$ cat config.mk
export PLATFORM = sky130hd
export DESIGN_NAME = valve_frame_assembler
export DESIGN_NICKNAME = d
export VERILOG_FILES = /design/src/rtl/valve_frame_assembler_pkg.sv /design/src/rtl/valve_frame_assembler.sv
export SDC_FILE = /design/constraint.sdc
export NUM_CORES = 1
export LEC_CHECK = 0
export CORE_MARGIN = 3
export CORE_UTILIZATION = 39
export CTS_BUF_LIST = sky130_fd_sc_hd__clkbuf_8
export DETAILED_ROUTE_END_ITERATION = 12
export GPL_TIMING_DRIVEN = 0
export PLACE_DENSITY_LB_ADDON = 0.05
export SYNTH_ARGS = -nofsm -noshare
export SYNTH_HDL_FRONTEND = slang
export SYNTH_SLANG_ARGS = --single-unit
$ cat constraint.sdc
create_clock -name clk -period 3.2 [get_ports clk]
set_input_delay 0.64 -clock clk [delete_from_list [all_inputs] [get_ports clk]]
set_output_delay 0.64 -clock clk [all_outputs]
set_load 0.05 [all_outputs]
$ cat src/rtl/valve_frame_assembler_pkg.sv
// ---------------------------------------------------------------------------
// valve_frame_assembler_pkg : character codes, FSM states, error bit indices
// Rev 1.0
// ---------------------------------------------------------------------------
`default_nettype none

package valve_frame_assembler_pkg;

  localparam logic [1:0] CODE_ZERO   = 2'b00;
  localparam logic [1:0] CODE_ONE    = 2'b01;
  localparam logic [1:0] CODE_COMMIT = 2'b10;
  localparam logic [1:0] CODE_OTHER  = 2'b11;

  typedef enum logic [0:0] {
    ST_COLLECT = 1'b0,
    ST_DISCARD = 1'b1
  } state_t;

  localparam int ERR_SHORT = 0;
  localparam int ERR_LONG  = 1;
  localparam int ERR_FULL  = 2;

endpackage

`default_nettype wire

$ cat src/rtl/valve_frame_assembler.sv
// ---------------------------------------------------------------------------
// valve_frame_assembler : builds valve words from decoded chars, commits on 'm'
// Rev 1.0
// ---------------------------------------------------------------------------
`default_nettype none

module valve_frame_assembler
  import valve_frame_assembler_pkg::*;
#(
  parameter int NUM_VALVES = 24,
  parameter int DEPTH      = 64,
  localparam int ADDR_W    = $clog2(DEPTH)
) (
  input  logic                  clk,
  input  logic                  rst,
  input  logic                  code_valid,
  input  logic [1:0]            code,
  input  logic                  rewind,
  input  logic                  clr_err,
  output logic                  mem_we,
  output logic [ADDR_W-1:0]     mem_addr,
  output logic [NUM_VALVES-1:0] mem_wdata,
  output logic [ADDR_W:0]       word_count,
  output logic                  full,
  output logic [2:0]            err
);

  localparam int CW = $clog2(NUM_VALVES + 1);
  localparam logic [CW-1:0]     c_NV    = CW'(NUM_VALVES);
  localparam logic [CW-1:0]     c_ONE   = CW'(1);
  localparam logic [ADDR_W:0]   c_DEPTH = (ADDR_W + 1)'(DEPTH);

  state_t                  r_state, w_state_nxt;
  logic [NUM_VALVES-1:0]   r_shreg, w_shreg_nxt;
  logic [CW-1:0]           r_cnt, w_cnt_nxt;
  logic                    w_commit;
  logic [2:0]              w_err_set;
  logic                    w_full;
  logic                    w_is_bit;

  logic                    r_mem_we;
  logic [ADDR_W-1:0]       r_mem_addr;
  logic [NUM_VALVES-1:0]   r_mem_wdata;
  logic [ADDR_W:0]         r_word_count;
  logic [2:0]              r_err;

  assign w_full   = (r_word_count == c_DEPTH);
  assign w_is_bit = (code == CODE_ZERO) || (code == CODE_ONE);

  always_ff @(posedge clk) begin
    if (rst) begin
      r_state <= ST_COLLECT;
    end else begin
      r_state <= w_state_nxt;
    end
  end

  always_comb begin
    w_state_nxt = r_state;
    w_shreg_nxt = r_shreg;
    w_cnt_nxt   = r_cnt;
    w_commit    = 1'b0;
    w_err_set   = 3'b000;

    // rewind takes priority and swallows any character arriving with it
    if (rewind) begin
      w_state_nxt = ST_COLLECT;
      w_shreg_nxt = '0;
      w_cnt_nxt   = '0;
    end else if (code_valid) begin
      if (r_state == ST_COLLECT) begin
        if (w_is_bit) begin
          if (r_cnt == c_NV) begin
            w_err_set[ERR_LONG] = 1'b1;
            w_shreg_nxt         = '0;
            w_cnt_nxt           = '0;
            w_state_nxt         = ST_DISCARD;
          end else begin
            w_shreg_nxt = {r_shreg[NUM_VALVES-2:0], code[0]};
            w_cnt_nxt   = r_cnt + c_ONE;
          end
        end else if (code == CODE_COMMIT) begin
          if (r_cnt == c_NV) begin
            if (w_full) begin
              w_err_set[ERR_FULL] = 1'b1;
            end else begin
              w_commit = 1'b1;
            end
          end else if (r_cnt != '0) begin
            w_err_set[ERR_SHORT] = 1'b1;
          end
          w_shreg_nxt = '0;
          w_cnt_nxt   = '0;
        end
      end else if (code == CODE_COMMIT) begin
        w_state_nxt = ST_COLLECT;
        w_shreg_nxt = '0;
        w_cnt_nxt   = '0;
      end
    end
  end

  always_ff @(posedge clk) begin
    if (rst) begin
      r_shreg      <= '0;
      r_cnt        <= '0;
      r_mem_we     <= 1'b0;
      r_mem_addr   <= '0;
      r_mem_wdata  <= '0;
      r_word_count <= '0;
      r_err        <= 3'b000;
    end else begin
      r_shreg  <= w_shreg_nxt;
      r_cnt    <= w_cnt_nxt;
      r_mem_we <= w_commit;
      // the write pointer is the low bits of the count; it never wraps
      if (w_commit) begin
        r_mem_addr  <= r_word_count[ADDR_W-1:0];
        r_mem_wdata <= r_shreg;
      end
      if (rewind) begin
        r_word_count <= '0;
      end else if (w_commit) begin
        r_word_count <= r_word_count + (ADDR_W + 1)'(1);
      end
      r_err <= (clr_err ? 3'b000 : r_err) | w_err_set;
    end
  end

  assign mem_we     = r_mem_we;
  assign mem_addr   = r_mem_addr;
  assign mem_wdata  = r_mem_wdata;
  assign word_count = r_word_count;
  assign full       = w_full;
  assign err        = r_err;

endmodule

`default_nettype wire

Word-level counts from Yosys, hierarchy flattened
Cells that the tools add are included.
{ "classes": {"n_addsub": 2, "n_eq_ne": 4, "mux": 31, "n_bitwise": 1, "n_reduce_logical": 4} }
{ "ops": {"columns": ["cell", "count"], "rows": [
  ["24-bit two-way mux", 4],
  ["5-bit two-way mux", 4],
  ["1-bit two-way mux", 19],
  ["3-bit two-way mux", 4],
  ["7-bit by 1-bit adder with 7-bit output, second input constant", 1],
  ["7-bit equality test, second input constant", 1],
  ["5-bit by 1-bit adder with 5-bit output, second input constant", 1],
  ["5-bit equality test, second input constant", 1],
  ["5-bit nonzero test", 1],
  ["3-bit OR", 1],
  ["2-bit by 1-bit equality test with 1-bit output, second input constant", 1],
  ["2-bit equality test, second input constant", 1],
  ["2-bit zero test", 1],
  ["2-bit OR reduction", 1],
  ["1-bit logical OR", 1]
]} }
{ "totals": {"reg_bits": 71, "in_bits": 7, "output_inout_bits": 42, "elab_cells": 50} }

Longest topological paths before layout
{ "depth": {"word_depth": 9, "depth_mapped": 9, "depth_no_buf": 6} }

Worst setup path before layout
Ideal clock, no wire load.
{ "synth_path": {"path_kind": "register to output", "start": "register r_word_count[6], in the netlist word_count[6]", "end": "output full", "arrival_ns": 1.784, "required_ns": 2.560, "slack_ns": 0.776, "stages_incl_launch_ff": 5, "n_path_buf": 1, "cell_sequence": "dfxtp_1 > nor4b_1 > nand3b_1 > inv_1 > clkbuf_1"} }
{ "synth_between": {"elab_chain_cells": 1} }
{ "synth_rtl": {"columns": ["element", "line", "source"], "rows": [
  ["start, declared", "valve_frame_assembler.sv:44", "logic [ADDR_W:0] r_word_count;"],
  ["start signal, assigned", "valve_frame_assembler.sv:124", "r_word_count <= r_word_count + (ADDR_W + 1)'(1);"],
  ["7-bit equality test", "valve_frame_assembler.sv:47", "assign w_full = (r_word_count == c_DEPTH);"],
  ["end, declared", "valve_frame_assembler.sv:24", "output logic full,"]
]} }
No other way between the ends.

Worst setup path in the final report
{ "layout_path": {"start": "register r_word_count[2], in the netlist word_count[2]", "end": "output full"} }
Same word-level chain as after synthesis.

==> flow_summary.yaml <==
logic_synthesis:
  ys_ff_latch: 71
  yosysSeqAreaShare_pct: 50.71
  yosysWarnings: 0
  syn_nets: 342
  yosysUniqueCellTypes: 32
  synth_area_um2: 2803
  syn_inst: 331
  syn_avg_cell_area_um2: 8.467
  netlist_top_cells_area: "dfxtp_1 51%, a21oi_1 7.1%, o21ai_0 6.6%"
  synth_top_area_share_pct: 50.71
  yosysTopAreaCell: "dfxtp_1"
floorplan:
  core_region_area_um2: 6869
  io_pins: 49
  fp.dieW_um: 90.77
  rows: 30
  start_util_pct: 40.80
  die-height_um: 90.77
  die_area_um2: 8239
setup_path:
  crit_arrival_ps: 2220
  endpoint: "full"
  worstPathRequired_ps: 2560
  timing.critical_path.from: "word_count[2]"
  worstRegToRegCells: 8
  critical_path_class: "reg -> out"
  critPathLaunchType: "flip-flop"
  timing.rr.start: "r_cnt[0]"
  rrSetupSlack_ps: 740
  r2r_end: "mem_wdata[8]"
  critPathMaxFanout: 10
  critPathCaptureType: "primary output"
power_and_ir_drop:
  seqPwrFrac_pct: 51.0
  intPower_mw: 1.341
  ir_drop_mv: 0.2772
  clockPowerShare_pct: 45.6
  power_frac_comb_pct: 3.4
  power_mw: 1.735
  power_density_nw_per_um2: 482.3
  p_sw_share_pct: 22.71
  p_switching_mw: 0.3940
  leakagePower_nw: 1.146
global_routing:
  grt_max_degree: 14
  grt_pass1_vias: 2417
  grt-ovfl-total: 0
  grt.total_usage_pct: 18.17
  antenna_found_initial: 0
  grt_pass1_wl_um: 12130
timing:
  max_freq_ghz: 0.3495
  clock-skew-final_ps: 4.956
  tns_ps: 0
  slew_headroom_pct: 48.28
  maxSlewViolCount: 0
  timing.final.crit_share_pct: 89.41
  tightest_slew_ps: 769.9
  rsz0062_at_grt: "no"
  whs_ps: 455.7
  setup_viol: 0
  hold_viol_final: 0
  post-route-min-period_ps: 2861
final_layout:
  nets: 399
  num_antenna_cells: 0
  final_cells: 489
  drive_gt1_share_pct: 5.598
  fin_util_pct: 52.37
  area_delta_synth_final_pct: 28.35
clock_network:
  htree_levels: 3
  cts-root-buf: "clkbuf_8"
  cts_max_path_buffers: 2
  clk_latency_ps: 340
  path_clk_slew_ps: 80
  cts_sinks: 71
  cts.hold.buffers_added: 0
  cts_buffers: 9
  cts_setup_buffers: 0
  cts_tree: "done"
outcome:
  status: "finished, final reports clean"
drt:
  drt_pass1_iterations: 4
  totalWireLength_um: 7166
  drc: 0
  wl_per_cell_um: 14.65
  via_per_inst: 5.270
  vias: 2577
  antenna_left: 0
  drtIter0Drc: 112
place:
  io_buffers: 46
  gp_congestion: 0.7867
  post-dp-hpwl_um: 5037
  numPlacedInstances: 473
hold_path:
  hold_class: "reg -> reg"
job:
  drv_cap: 0
==> registers in the layout, indices dropped and copies added, names as in the netlist <==
name	count
r_shreg	24
mem_addr	6
err	3
word_count	7
mem_wdata	24
r_cnt	5
mem_we	1
r_state	1
==> synthesized netlist by cell type <==
library cell / n
xnor2_1: 5
a311oi_1: 1
or4_1: 2
ha_1: 4
nor4_1: 4
a31oi_1: 3
nor4b_1: 1
inv_1: 10
a22oi_1: 24
nand3b_1: 1
mux2i_1: 1
o21bai_1: 1
a32oi_1: 1
and3_1: 3
or2_2: 2
nand2b_1: 2
o21ai_0: 37
nor3_1: 3
nand4b_1: 3
buf_2: 3
o2111a_1: 1
or3_1: 1
clkbuf_1: 26
or3b_1: 1
a211oi_1: 1
dfxtp_1: 71
nand2_1: 9
nor2_1: 35
nand3_1: 32
nor2b_1: 2
o21ai_1: 1
a21oi_1: 40
==> per-layer routing <==
metal  vias up  routed length [µm]  GRT usage, %
met5         -                   0             0
met4         0                  72         5.151
met3         7                 338         5.333
met2        56                3259         28.54
met1      1219                3495         24.30
li1       1295                   -             -
==> cell type report <==
cell class / instances / area (µm²)
plain buffers: 29 / 112.6
clock buffers: 9 / 123.9
clock inverters: 7 / 95.09
fillers: 709 / 3272
inverters: 10 / 37.54
multi-input cells: 221 / 1231
flip-flops and latches: 71 / 1421
well taps: 96 / 120.1
repair buffers: 46 / 455.4
==> how the worst min path moves through the flow <==
stage | start | to | depth (start not counted)
6_report | err[1] | err[1] | 2
5_1_grt | err[1] | err[1] | 2
4_1_cts | err[1] | err[1] | 2
3_5_place_dp | err[1] | err[1] | 2
3_3_place_gp | err[1] | err[1] | 2
2_1_floorplan | r_shreg[23] | mem_wdata[23] | 2
==> critical path: stages, from the launching register on <==
cell      delay (ps)
dfxtp_1          410
nor4b_1          320
nand3b_1         130
inv_1            280
clkbuf_1         380
clkbuf_2         360
==> what timing repair did <==
action                                  CTS  global route
endpoints found under the setup margin    1             1
gates resized for setup                   1             2
pin swaps                                 0             0
==> per-stage QoR <==
step           worst slack (ps)  cell area [µm²]
3_3_place_gp              37.27             3383
5_1_grt                   148.5             3597
2_1_floorplan             776.1             2803
6_report                  338.9             3597
3_5_place_dp              27.36             3383
4_1_cts                   125.4             3601
==> kinds of logic after synthesis <==
group	Yosys count	share of synthesized area (%)
mux	1	0.3572
flops	71	50.71
buf+inv	39	5.357
compound gates	110	22.59
fa+ha+maj	4	1.786
simple gates	101	17.63
xor+xnor	5	1.562
==> power by group through the flow <==
stage               Combinational (mW)  Clock (mW)  Sequential [mW]
floorplan                       0.0367           0            0.905
CTS                             0.0587       0.809            0.884
detailed placement              0.0586           0            0.905
finish                          0.0587       0.792            0.884
global route                    0.0653       0.850            0.885
global placement                0.0584           0            0.905
==> cells in the final DEF (no fill, tap or decap), types with 3 or more instances in the layout <==
| master | n |
|---|---|
| a21oi_1 | 40 |
| a22oi_1 | 24 |
| a31oi_1 | 3 |
| and3_1 | 3 |
| buf_2 | 3 |
| clkbuf_1 | 26 |
| clkbuf_8 | 9 |
| clkdlybuf4s50_1 | 45 |
| dfxtp_1 | 71 |
| ha_1 | 4 |
| inv_1 | 10 |
| nand2_1 | 9 |
| nand3_1 | 32 |
| nand4b_1 | 3 |
| nor2_1 | 35 |
| nor3_1 | 3 |
| nor4_1 | 4 |
| o21ai_0 | 37 |
| xnor2_1 | 5 |
Note: power is estimated with default switching activity, not from simulation.
